==> src/rtl/sw_prio_enc.sv <==
// sw_prio_enc -- registered priority encoder for board switches/buttons.
//
// Each raw request bit is passed through a two-flop synchroniser and a
// per-bit debouncer. The debounced vector is priority-encoded, and the
// result is registered together with a one-cycle change pulse.
//
// Optional build macro: SW_PRIO_ENC_STICKY_EN
//   Defined:   the first winner is latched (IDLE/HELD FSM) until clr.
//   Undefined: transparent registered encoder; clr has no effect.
//
// Parameters:
//   N          number of request inputs (power of two, >= 2)
//   IDXW       index width, derived from N (do not override)
//   DEB        consecutive differing samples needed to flip a debounced bit
//   MSB_FIRST  0: lowest set index wins, 1: highest set index wins
//
// Ports:
//   clk    in   system clock, rising edge
//   rst    in   synchronous reset, active-low
//   req    in   raw asynchronous request inputs
//   clr    in   release latched result (sticky build only)
//   db     out  debounced request vector
//   idx    out  winning index
//   valid  out  at least one request active (or latched)
//   chg    out  one-cycle pulse when {valid,idx} changes
module sw_prio_enc #(
  parameter int N         = 8,
  parameter int IDXW      = $clog2(N),
  parameter int DEB       = 16,
  parameter int MSB_FIRST = 0
) (
  input  logic            clk,
  input  logic            rst,
  input  logic [N-1:0]    req,
  input  logic            clr,
  output logic [N-1:0]    db,
  output logic [IDXW-1:0] idx,
  output logic            valid,
  output logic            chg
);

  localparam int            CW      = $clog2(DEB + 1);
  localparam logic [CW-1:0] CNT_MAX = CW'(DEB - 1);

  logic [N-1:0]    s1_reg;
  logic [N-1:0]    s2_reg;
  logic [N-1:0]    db_reg;
  logic [IDXW-1:0] enc_idx;
  logic            enc_valid;
  logic [IDXW-1:0] idx_reg;
  logic [IDXW-1:0] idx_next;
  logic            valid_reg;
  logic            valid_next;
  logic            chg_reg;

  // Two-flop synchroniser for the asynchronous switch inputs.
  always_ff @(posedge clk) begin
    if (!rst) begin
      s1_reg <= '0;
      s2_reg <= '0;
    end else begin
      s1_reg <= req;
      s2_reg <= s1_reg;
    end
  end

  // Per-bit debouncer: a bit flips only after DEB consecutive samples that
  // disagree with the current debounced value; any agreeing sample restarts
  // the count, so short glitches never reach db.
  genvar gi;
  generate
    for (gi = 0; gi < N; gi++) begin : g_deb
      logic [CW-1:0] cnt_reg;
      logic          db_bit_reg;

      always_ff @(posedge clk) begin
        if (!rst) begin
          cnt_reg    <= '0;
          db_bit_reg <= 1'b0;
        end else if (s2_reg[gi] == db_bit_reg) begin
          cnt_reg <= '0;
        end else if (cnt_reg == CNT_MAX) begin
          db_bit_reg <= s2_reg[gi];
          cnt_reg    <= '0;
        end else begin
          cnt_reg <= cnt_reg + CW'(1);
        end
      end

      assign db_reg[gi] = db_bit_reg;
    end
  endgenerate

  // Priority encoder. The loop direction is chosen so the last assignment
  // made is the winning bit.
  always_comb begin
    enc_valid = |db_reg;
    enc_idx   = '0;
    if (MSB_FIRST == 0) begin
      for (int i = N - 1; i >= 0; i--) begin
        if (db_reg[i]) enc_idx = IDXW'(i);
      end
    end else begin
      for (int i = 0; i < N; i++) begin
        if (db_reg[i]) enc_idx = IDXW'(i);
      end
    end
  end

`ifdef SW_PRIO_ENC_STICKY_EN
  typedef enum logic {
    IDLE = 1'b0,
    HELD = 1'b1
  } state_t;

  state_t state_reg;
  state_t state_next;

  always_ff @(posedge clk) begin
    if (!rst) state_reg <= IDLE;
    else      state_reg <= state_next;
  end

  // IDLE captures the first encoded winner; HELD ignores db until clr.
  // Clearing returns to IDLE with valid low, so a still-active request is
  // re-captured one edge later, guaranteeing a cycle of valid=0 between.
  always_comb begin
    state_next = state_reg;
    idx_next   = idx_reg;
    valid_next = valid_reg;
    case (state_reg)
      IDLE: begin
        if (enc_valid) begin
          idx_next   = enc_idx;
          valid_next = 1'b1;
          state_next = HELD;
        end
      end
      HELD: begin
        if (clr) begin
          idx_next   = '0;
          valid_next = 1'b0;
          state_next = IDLE;
        end
      end
      default: begin
        idx_next   = '0;
        valid_next = 1'b0;
        state_next = IDLE;
      end
    endcase
  end
`else
  logic unused_clr;
  assign unused_clr = clr;

  always_comb begin
    idx_next   = enc_idx;
    valid_next = enc_valid;
  end
`endif

  // Output register. chg compares the value about to be loaded with the
  // current one; reset forces everything to zero and the debounced vector
  // restarts at zero, so neither reset entry nor exit produces a pulse.
  always_ff @(posedge clk) begin
    if (!rst) begin
      idx_reg   <= '0;
      valid_reg <= 1'b0;
      chg_reg   <= 1'b0;
    end else begin
      idx_reg   <= idx_next;
      valid_reg <= valid_next;
      chg_reg   <= ({valid_next, idx_next} != {valid_reg, idx_reg});
    end
  end

  assign db    = db_reg;
  assign idx   = idx_reg;
  assign valid = valid_reg;
  assign chg   = chg_reg;

endmodule

==> config.mk <==
export PLATFORM = sky130hd
export DESIGN_NAME = sw_prio_enc
export DESIGN_NICKNAME = d
export VERILOG_FILES = /design/src/rtl/sw_prio_enc.sv
export SDC_FILE = /design/constraint.sdc
export NUM_CORES = 1
export LEC_CHECK = 0
export ABC_CLOCK_PERIOD_IN_PS = 1400
export CORE_MARGIN = 2
export CORE_UTILIZATION = 45
export CTS_CLUSTER_DIAMETER = 60
export DETAILED_ROUTE_END_ITERATION = 16
export GPL_TIMING_DRIVEN = 0
export PLACE_DENSITY = 0.76
export REMOVE_ABC_BUFFERS = 1
export SETUP_SLACK_MARGIN = 0.05
export SLEW_MARGIN = 40
export SYNTH_ARGS = -nofsm -noshare
export SYNTH_HDL_FRONTEND = slang
export SYNTH_SLANG_ARGS = --single-unit
==> constraint.sdc <==
create_clock -name clk -period 1.4 [get_ports clk]
set_input_delay 0.21 -clock clk [delete_from_list [all_inputs] [get_ports clk]]
set_output_delay 0.21 -clock clk [all_outputs]
set_load 0.05 [all_outputs]
==> impl_results.rst, run 1 <==
.. list-table::
   :header-rows: 1

   * - Metric
     - Value
   * - Slew Limit Headroom
     - 72.7%
   * - Minimum setup slack after placement
     - -0.738 ns
   * - Worst R2R Setup Slack
     - 0.02 ns
   * - # rows
     - 27
   * - Crit-path slowest cell
     - sky130_fd_sc_hd__or3_4
   * - Unrepaired setup endpoints after global routing
     - yes
   * - Cell type with the largest total area after synthesis
     - sky130_fd_sc_hd__dfxtp_1
   * - Insertion delay of the later-clocked pin in the worst-skew pair
     - 0.34 ns
   * - Area of the core
     - 5570 sq um
   * - Kind of launch point of the worst setup path
     - flip-flop
   * - Required time worst endpoint
     - 1.68 ns
   * - Timing-limited maximum frequency
     - 725 MHz
   * - Worst setup slack after layout
     - 0.0210 ns
   * - Power Dens Cells
     - 967 nW/um^2
   * - Cell at the root of the clock tree
     - sky130_fd_sc_hd__clkbuf_8
   * - Hold Crit Start
     - s1_reg[3]
   * - Mean instance size in the synthesized netlist
     - 10.2 sq um
   * - Status
     - finished clean
   * - Final Hold Fails
     - 0
   * - Cell area after synthesis
     - 2620 sq um
   * - Most area-consuming cells after synthesis
     - sky130_fd_sc_hd__dfxtp_1 (53%), sky130_fd_sc_hd__ha_1 (7.6%), sky130_fd_sc_hd__nor2_1 (7.4%), sky130_fd_sc_hd__xnor2_1 (5.7%), sky130_fd_sc_hd__and2_1 (4.1%)
   * - Net total in the final layout
     - 336
   * - Reg2reg start
     - g_deb[4].cnt_reg[0]
   * - Detail Route Antenna Nets
     - 0
   * - Drt wl/cell
     - 12.0 um
   * - Total leakage power
     - 0.00133 uW
   * - Routed via count
     - 1784
   * - Maximum buffer depth of the clock tree
     - 2
   * - Delay contributed by the slowest stage of the critical path
     - 0.38 ns
   * - Number of different library cells in the post-synthesis netlist
     - 25
   * - Share of the clock period used by the worst path
     - 98.5%
   * - Kind of capture point of the worst setup path
     - flip-flop
   * - Wire length of the first global-routing pass
     - 7660 um
   * - Number of storage elements in the synthesis netlist
     - 69
   * - All-Layer GR Usage
     - 16.1%
   * - Cells after synthesis
     - 258
   * - Iteration-0 DRC count of the detailed router
     - 40
   * - Worst supply voltage drop on vdd
     - 0.000845 V
   * - Sequential element share of the synthesized area
     - 52.7%
   * - Placed cells
     - 340
   * - Sinks on Clock Net
     - 69
   * - Max-slew violations
     - 0
   * - Diode count
     - 0
   * - Via count of the first global-routing pass
     - 1718
   * - # IOs
     - 24
   * - Number of remaining DRC errors
     - 0
   * - Num CTS Buffers
     - 9
   * - Final Hold Slack
     - 0.436 ns
   * - Period minus WS final
     - 1.38 ns
   * - Final core utilization
     - 64.7%
   * - Y dimension of the die
     - 80.3 um
   * - TritonCTS clock tree
     - built
   * - Initial antenna violation count
     - 0
   * - Signal arrival time at the worst endpoint
     - 1.66 ns
   * - CP most frequent cell
     - sky130_fd_sc_hd__ha_4
   * - Clock transition at the registers of the reported paths
     - 0.07 ns
   * - Critical path class
     - flip-flop to flip-flop
   * - Die area
     - 6450 sq um
   * - Slew at the pin closest to its max-slew limit
     - 0.407 ns
   * - Maximum capacitance violations
     - 0
   * - Top Family by Delay on Critical Path
     - simple AND/OR/NAND/NOR gates
   * - Share of layout cells above drive strength 1
     - 45.5%
   * - Number of detailed-routing iterations run before antenna repair
     - 4
   * - Number of buffer and inverter instances along the worst setup path
     - 0
   * - Critical path origin
     - g_deb[4].cnt_reg[0]
   * - Drt total wl
     - 4600 um
   * - IO buf count
     - 22
   * - Number of vias per cell
     - 4.65
   * - Placed wire-length estimate after detailed placement
     - 2560 um
   * - Horizontal extent of the die
     - 80.3 um
   * - Area added between synthesis and finish
     - 37.5%
   * - Post-route insts no fill
     - 384
   * - Largest net degree at the start of global routing
     - 20
   * - Peak fanout along the critical path
     - 5
   * - Final Wtd Congestion
     - 0.743
   * - Worst-path cell chain
     - ha_4 > and3_4 > ha_4 > or3_4 > nor2_4
   * - Global route total overflow
     - 0
   * - Portion of synthesized cell area occupied by the leading cell type
     - 52.7%
   * - CTS H-tree lvls
     - 3
   * - Total number of yosys warnings
     - 0
   * - Total setup violations reported at the end of the flow
     - 0
   * - Max FFs per register
     - 40
   * - Starting density of the core
     - 47.0%
   * - Post-route clock skew
     - 0.00639 ns
   * - Hold Crit Class
     - flip-flop to flip-flop
## per-stage QoR
stage	TNS [ns]	total power (uW)	area, sq um
2_1_floorplan	-2.39	2090	2540
3_3_place_gp	-31.65	2130	2850
3_5_place_dp	-32.69	2130	2850
5_1_grt	-0.122	3650	3600
6_report	0	3490	3600
4_1_cts	0	3520	3510
## synth_stat cells
cell type	instances
sky130_fd_sc_hd__a21oi_1	2
sky130_fd_sc_hd__a31oi_1	1
sky130_fd_sc_hd__and2_1	17
sky130_fd_sc_hd__and3_1	8
sky130_fd_sc_hd__buf_4	9
sky130_fd_sc_hd__buf_6	1
sky130_fd_sc_hd__clkbuf_1	2
sky130_fd_sc_hd__dfxtp_1	69
sky130_fd_sc_hd__ha_1	16
sky130_fd_sc_hd__inv_1	18
sky130_fd_sc_hd__mux2_2	1
sky130_fd_sc_hd__mux2i_1	8
sky130_fd_sc_hd__nand2_1	3
sky130_fd_sc_hd__nand3_1	8
sky130_fd_sc_hd__nor2_1	52
sky130_fd_sc_hd__nor2b_1	1
sky130_fd_sc_hd__nor3_1	2
sky130_fd_sc_hd__nor4_4	2
sky130_fd_sc_hd__o21bai_1	1
sky130_fd_sc_hd__o31ai_1	1
sky130_fd_sc_hd__o32ai_1	1
sky130_fd_sc_hd__o41ai_2	1
sky130_fd_sc_hd__or3_1	8
sky130_fd_sc_hd__xnor2_1	17
sky130_fd_sc_hd__xor2_1	9
## timing repair
action                                  4_1_cts  5_1_grt
endpoints found under the setup margin       54       46
pin swaps                                    31       10
gates resized for setup                     139       35
setup buffers                                24        5
hold buffers                                  0        0
gates cloned                                  1        0
## area by class of cell
cell class                      instances  area (sq um)
Multi-Input combinational cell        159          1450
Clock buffer                           12           155
Inverter                               18          71.3
Timing Repair inverter                  1          5.00
Sequential cell                        69          1420
Clock inverter                          2          10.0
Fill cell                             438          1970
Timing Repair Buffer                   51           404
Tap cell                               72          90.1
## placed cells by master, fill, tap and decap left out, types with 2 or more instances in the layout
| cell type | instances |
|---|---|
| sky130_fd_sc_hd__dfxtp_1 | 46 |
| sky130_fd_sc_hd__buf_4 | 35 |
| sky130_fd_sc_hd__nor2_1 | 29 |
| sky130_fd_sc_hd__nor2_2 | 21 |
| sky130_fd_sc_hd__dfxtp_2 | 20 |
| sky130_fd_sc_hd__inv_1 | 17 |
| sky130_fd_sc_hd__and2_1 | 17 |
| sky130_fd_sc_hd__xnor2_1 | 17 |
| sky130_fd_sc_hd__ha_4 | 16 |
| sky130_fd_sc_hd__clkbuf_8 | 11 |
| sky130_fd_sc_hd__xor2_1 | 9 |
| sky130_fd_sc_hd__and3_4 | 8 |
| sky130_fd_sc_hd__or3_4 | 8 |
| sky130_fd_sc_hd__nand3_1 | 8 |
| sky130_fd_sc_hd__mux2i_1 | 8 |
| sky130_fd_sc_hd__clkdlybuf4s50_1 | 8 |
| sky130_fd_sc_hd__buf_2 | 4 |
| sky130_fd_sc_hd__nand2_1 | 3 |
| sky130_fd_sc_hd__dfxtp_4 | 3 |
| sky130_fd_sc_hd__clkdlybuf4s15_2 | 3 |
| sky130_fd_sc_hd__nor4_4 | 2 |
| sky130_fd_sc_hd__nor3_1 | 2 |
| sky130_fd_sc_hd__a21oi_1 | 2 |
| sky130_fd_sc_hd__nor2_4 | 2 |
| sky130_fd_sc_hd__clkinv_2 | 2 |
## worst paths after layout
path	to	cells past startpoint
worst max register to register	g_deb[4].cnt_reg[3]	5
worst min register to register	s2_reg[3]	1
worst min-delay path	s2_reg[3]	1
worst max-delay path	g_deb[4].cnt_reg[3]	5
## routing by layer
metal	wire length, um	GRT usage [%]	vias to the layer above
li1	-	-	923
met1	1980	18.1	809
met2	2250	25.1	39
met3	229	7.42	13
met4	136	8.81	0
met5	0	0	-
## power breakdown
group          leakage [uW]  internal (uW)  switching [uW]
clock network     0.0000881            714             660
registers          0.000572           1990            15.9
logic              0.000670           62.0            48.0
total               0.00133           2760             723
## logic make-up (layout without fill, tap and decap cells)
group / after synthesis / count (layout) / share of synthesized area, %
AOI/OAI and AO/OA: 7 / 7 / 2.15
muxes: 9 / 9 / 3.48
adders and majority gates: 16 / 16 / 7.63
and+or+nand+nor: 101 / 101 / 19.5
buffers and inverters: 30 / 84 / 5.87
DFF: 69 / 69 / 52.7
xor gates and xnor gates: 26 / 26 / 8.68
Note: power is estimated with default switching activity, not from simulation.
==> inputs of run 2 (changes only) <==
Settings changed: GPL_TIMING_DRIVEN 0 to unset.
==> impl_results.rst, run 2 (same netlist as run 1, synthesis figures left out) <==
.. list-table::
   :header-rows: 1

   * - Metric
     - Value
   * - Status
     - finished clean (unchanged)
   * - Largest net degree at the start of global routing
     - 18 (was 20)
   * - Fraction of power consumed by combinational cells
     - 3.4% (was 3.2%)
   * - FF/Latch Area
     - 1410 sq um (was 1420 sq um)
   * - Peak fanout along the critical path
     - 5 (unchanged)
   * - Reg-to-reg critical path endpoint
     - g_deb[5].cnt_reg[4] (was g_deb[4].cnt_reg[3])
   * - Internal power component
     - 2840 uW (was 2760 uW)
   * - Reg2reg start
     - g_deb[5].cnt_reg[0] (was g_deb[4].cnt_reg[0])
   * - Switching portion of total power
     - 21.1% (was 20.8%)
   * - Slew Limit Headroom
     - 69.3% (was 72.7%)
   * - Timing-limited maximum frequency
     - 718 MHz (was 725 MHz)
   * - Clock transition at the registers of the reported paths
     - 0.07 ns (about the same)
   * - Kind of launch point of the worst setup path
     - flip-flop (unchanged)
   * - Total leakage power
     - 0.00144 uW (was 0.00133 uW)
   * - Iteration-0 DRC count of the detailed router
     - 114 (was 40)
   * - Maximum capacitance violations
     - 0 (unchanged)
   * - Sw Pwr
     - 760 uW (was 723 uW)
   * - Share of power burned in registers
     - 55.8% (was 57.5%)
   * - Via count of the first global-routing pass
     - 1964 (was 1718)
   * - Kind of capture point of the worst setup path
     - flip-flop (unchanged)
   * - Number of detailed-routing iterations run before antenna repair
     - 4 (unchanged)
   * - Unrepaired setup endpoints after global routing
     - yes (unchanged)
   * - Hold Crit Class
     - flip-flop to flip-flop (unchanged)
   * - CTS H-tree lvls
     - 3 (unchanged)
   * - Placed cells
     - 375 (was 340)
   * - Die area
     - 6450 sq um (unchanged)
   * - TritonCTS clock tree
     - built (unchanged)
   * - Slew at the pin closest to its max-slew limit
     - 0.461 ns (was 0.407 ns)
   * - Final core utilization
     - 70.2% (was 64.7%)
   * - Number of buffer and inverter instances along the worst setup path
     - 0 (unchanged)
   * - Period minus WS final
     - 1.39 ns (was 1.38 ns)
   * - Starting density of the core
     - 47.0% (unchanged)
   * - Top Family by Delay on Critical Path
     - simple AND/OR/NAND/NOR gates (unchanged)
   * - All-Layer GR Usage
     - 18.3% (was 16.1%)
   * - Horizontal extent of the die
     - 80.3 um (unchanged)
   * - Critical path class
     - flip-flop to flip-flop (unchanged)
   * - Signal arrival time at the worst endpoint
     - 1.67 ns (was 1.66 ns)
   * - Wire length of the first global-routing pass
     - 8830 um (was 7660 um)
   * - Area of the core
     - 5570 sq um (unchanged)
   * - Number of remaining DRC errors
     - 0 (unchanged)
   * - Drt wl/cell
     - 13.5 um (was 12.0 um)
   * - Num CTS Buffers
     - 9 (unchanged)
   * - Diode count
     - 0 (unchanged)
   * - Net total in the final layout
     - 346 (was 336)
   * - WP depth
     - 5 (unchanged)
   * - Total setup violations reported at the end of the flow
     - 0 (unchanged)
   * - Final Wtd Congestion
     - 0.733 (was 0.743)
   * - Drt total wl
     - 5340 um (was 4600 um)
   * - # rows
     - 27 (unchanged)
   * - Delay contributed by the slowest stage of the critical path
     - 0.38 ns (about the same)
   * - Share of the clock period used by the worst path
     - 99.4% (was 98.5%)
   * - Worst-path cell chain
     - ha_4 > and3_4 > ha_4 > or3_4 > nor2_1 (was ha_4 > and3_4 > ha_4 > or3_4 > nor2_4)
   * - Placed wire-length estimate after detailed placement
     - 3090 um (was 2560 um)
   * - Detail Route Antenna Nets
     - 0 (unchanged)
   * - Global route total overflow
     - 0 (unchanged)
   * - Area added between synthesis and finish
     - 49.2% (was 37.5%)
   * - Critical path origin
     - g_deb[5].cnt_reg[0] (was g_deb[4].cnt_reg[0])
   * - Max FFs per register
     - 40 (unchanged)
   * - Y dimension of the die
     - 80.3 um (unchanged)
   * - Clock power frac
     - 40.8% (was 39.4%)
   * - Power Dens Cells
     - 919 nW/um^2 (was 967 nW/um^2)
   * - Most common library cell in the layout ignoring fill and taps
     - sky130_fd_sc_hd__dfxtp_1 (unchanged)
   * - Sinks on Clock Net
     - 69 (unchanged)
   * - Number of vias per cell
     - 4.77 (was 4.65)
   * - Post-route insts no fill
     - 395 (was 384)
   * - Worst R2R Setup Slack
     - 0.008 ns (was 0.02 ns)
   * - Routed via count
     - 1883 (was 1784)
   * - Initial antenna violation count
     - 0 (unchanged)
   * - Max-slew violations
     - 0 (unchanged)
   * - Insertion delay of the later-clocked pin in the worst-skew pair
     - 0.34 ns (about the same)
   * - Timing endpoint of the critical path
     - g_deb[5].cnt_reg[4] (was g_deb[4].cnt_reg[3])
   * - Area of combinational cells with multiple inputs
     - 1490 sq um (was 1450 sq um)
   * - IO buf count
     - 22 (unchanged)
   * - Crit-path slowest cell
     - sky130_fd_sc_hd__or3_4 (unchanged)
   * - Final Hold Fails
     - 0 (unchanged)
   * - Cell at the root of the clock tree
     - sky130_fd_sc_hd__clkbuf_8 (unchanged)
   * - Worst supply voltage drop on vdd
     - 0.000783 V (was 0.000845 V)
   * - Post-route clock skew
     - 0.00853 ns (was 0.00639 ns)
   * - Required time worst endpoint
     - 1.68 ns (about the same)
   * - # IOs
     - 24 (unchanged)
   * - Fill count
     - 408 (was 438)
   * - Depth of the worst register-to-register path
     - 5 (unchanged)
   * - Maximum buffer depth of the clock tree
     - 2 (unchanged)
   * - Number of buffers inserted for hold repair after clock tree synthesis
     - 0 (unchanged)
   * - Share of layout cells above drive strength 1
     - 48.0% (was 45.5%)
   * - CP most frequent cell
     - sky130_fd_sc_hd__ha_4 (unchanged)
   * - Most used cells in the layout excluding fill and tap cells
     - sky130_fd_sc_hd__dfxtp_1 (47), sky130_fd_sc_hd__buf_4 (36), sky130_fd_sc_hd__nor2_2 (23), sky130_fd_sc_hd__nor2_1 (23), sky130_fd_sc_hd__dfxtp_2 (20) (was sky130_fd_sc_hd__dfxtp_1 (46), sky130_fd_sc_hd__buf_4 (35), sky130_fd_sc_hd__nor2_1 (29))
[run 2: cell types whose count changed in the layout (fill, tap and decap cells not counted), sizes merged]
cell	change
inv	+1
clkinvlp	-2
clkdlybuf4s15	-3
buf	+14
clkdlybuf4s50	+1
clkinv	-1
clkbuf	+1
[run 2: what timing repair did]
action | in CTS | in global routing
setup buffers | 1 | 4
resized for setup | 67 | 47
pin swaps | 31 | 17
endpoints found under the setup margin | 43 | 48
endpoints found under the hold margin | 0 | 0
[run 2: area by class of cell]
cell class              instances  area share [%]
flip-flops and latches         69            36.1
clock buffers                  14            4.41
well taps                      72            2.30
multi-input cells             159            38.1
inverters                      18            1.73
repair buffers                 62            17.2
clock inverters                 1           0.128
[run 2: how the worst min path moves through the flow]
stage | startpoint | endpoint | cells after the start
6_report | s1_reg[3] | s2_reg[3] | 1
5_1_grt | req[0] | s1_reg[0] | 2
4_1_cts | req[0] | s1_reg[0] | 2
3_5_place_dp | s1_reg[3] | s2_reg[3] | 1
3_3_place_gp | s1_reg[7] | s2_reg[7] | 1
2_1_floorplan | rst | idx[0] | 1
[run 2: per-layer routing]
layer	wire (um)	part of all wire (%)	global-route usage [%]
met1	2160	40	20.3
met2	2810	53	32.1
met3	225	4.2	5.51
met4	140	2.6	8.31
met5	0	0	0
[run 2: power by group through the flow]
stage / registers, uW / clock network [uW] / logic [uW]
3_3_place_gp: 2050 / 0 / 96.6
4_1_cts: 2010 / 1480 / 111
6_report: 2010 / 1470 / 122
2_1_floorplan: 2050 / 0 / 41.4
5_1_grt: 2010 / 1590 / 136
3_5_place_dp: 2050 / 0 / 99.6
[run 2: per-stage QoR]
stage	power [uW]	setup slack, ns	hold slack (ns)	setup TNS (ns)	instance area [sq um]
after detailed placement	2150	-0.173	0.419	-5.97	3240
after global placement	2140	-0.152	0.415	-5.60	3240
after global routing	3730	-0.0758	0.435	-0.234	3910
final	3600	0.00794	0.431	0	3910
after floorplan	2090	-0.180	0.332	-2.39	2540
after CTS	3600	0.0269	0.429	0	3710
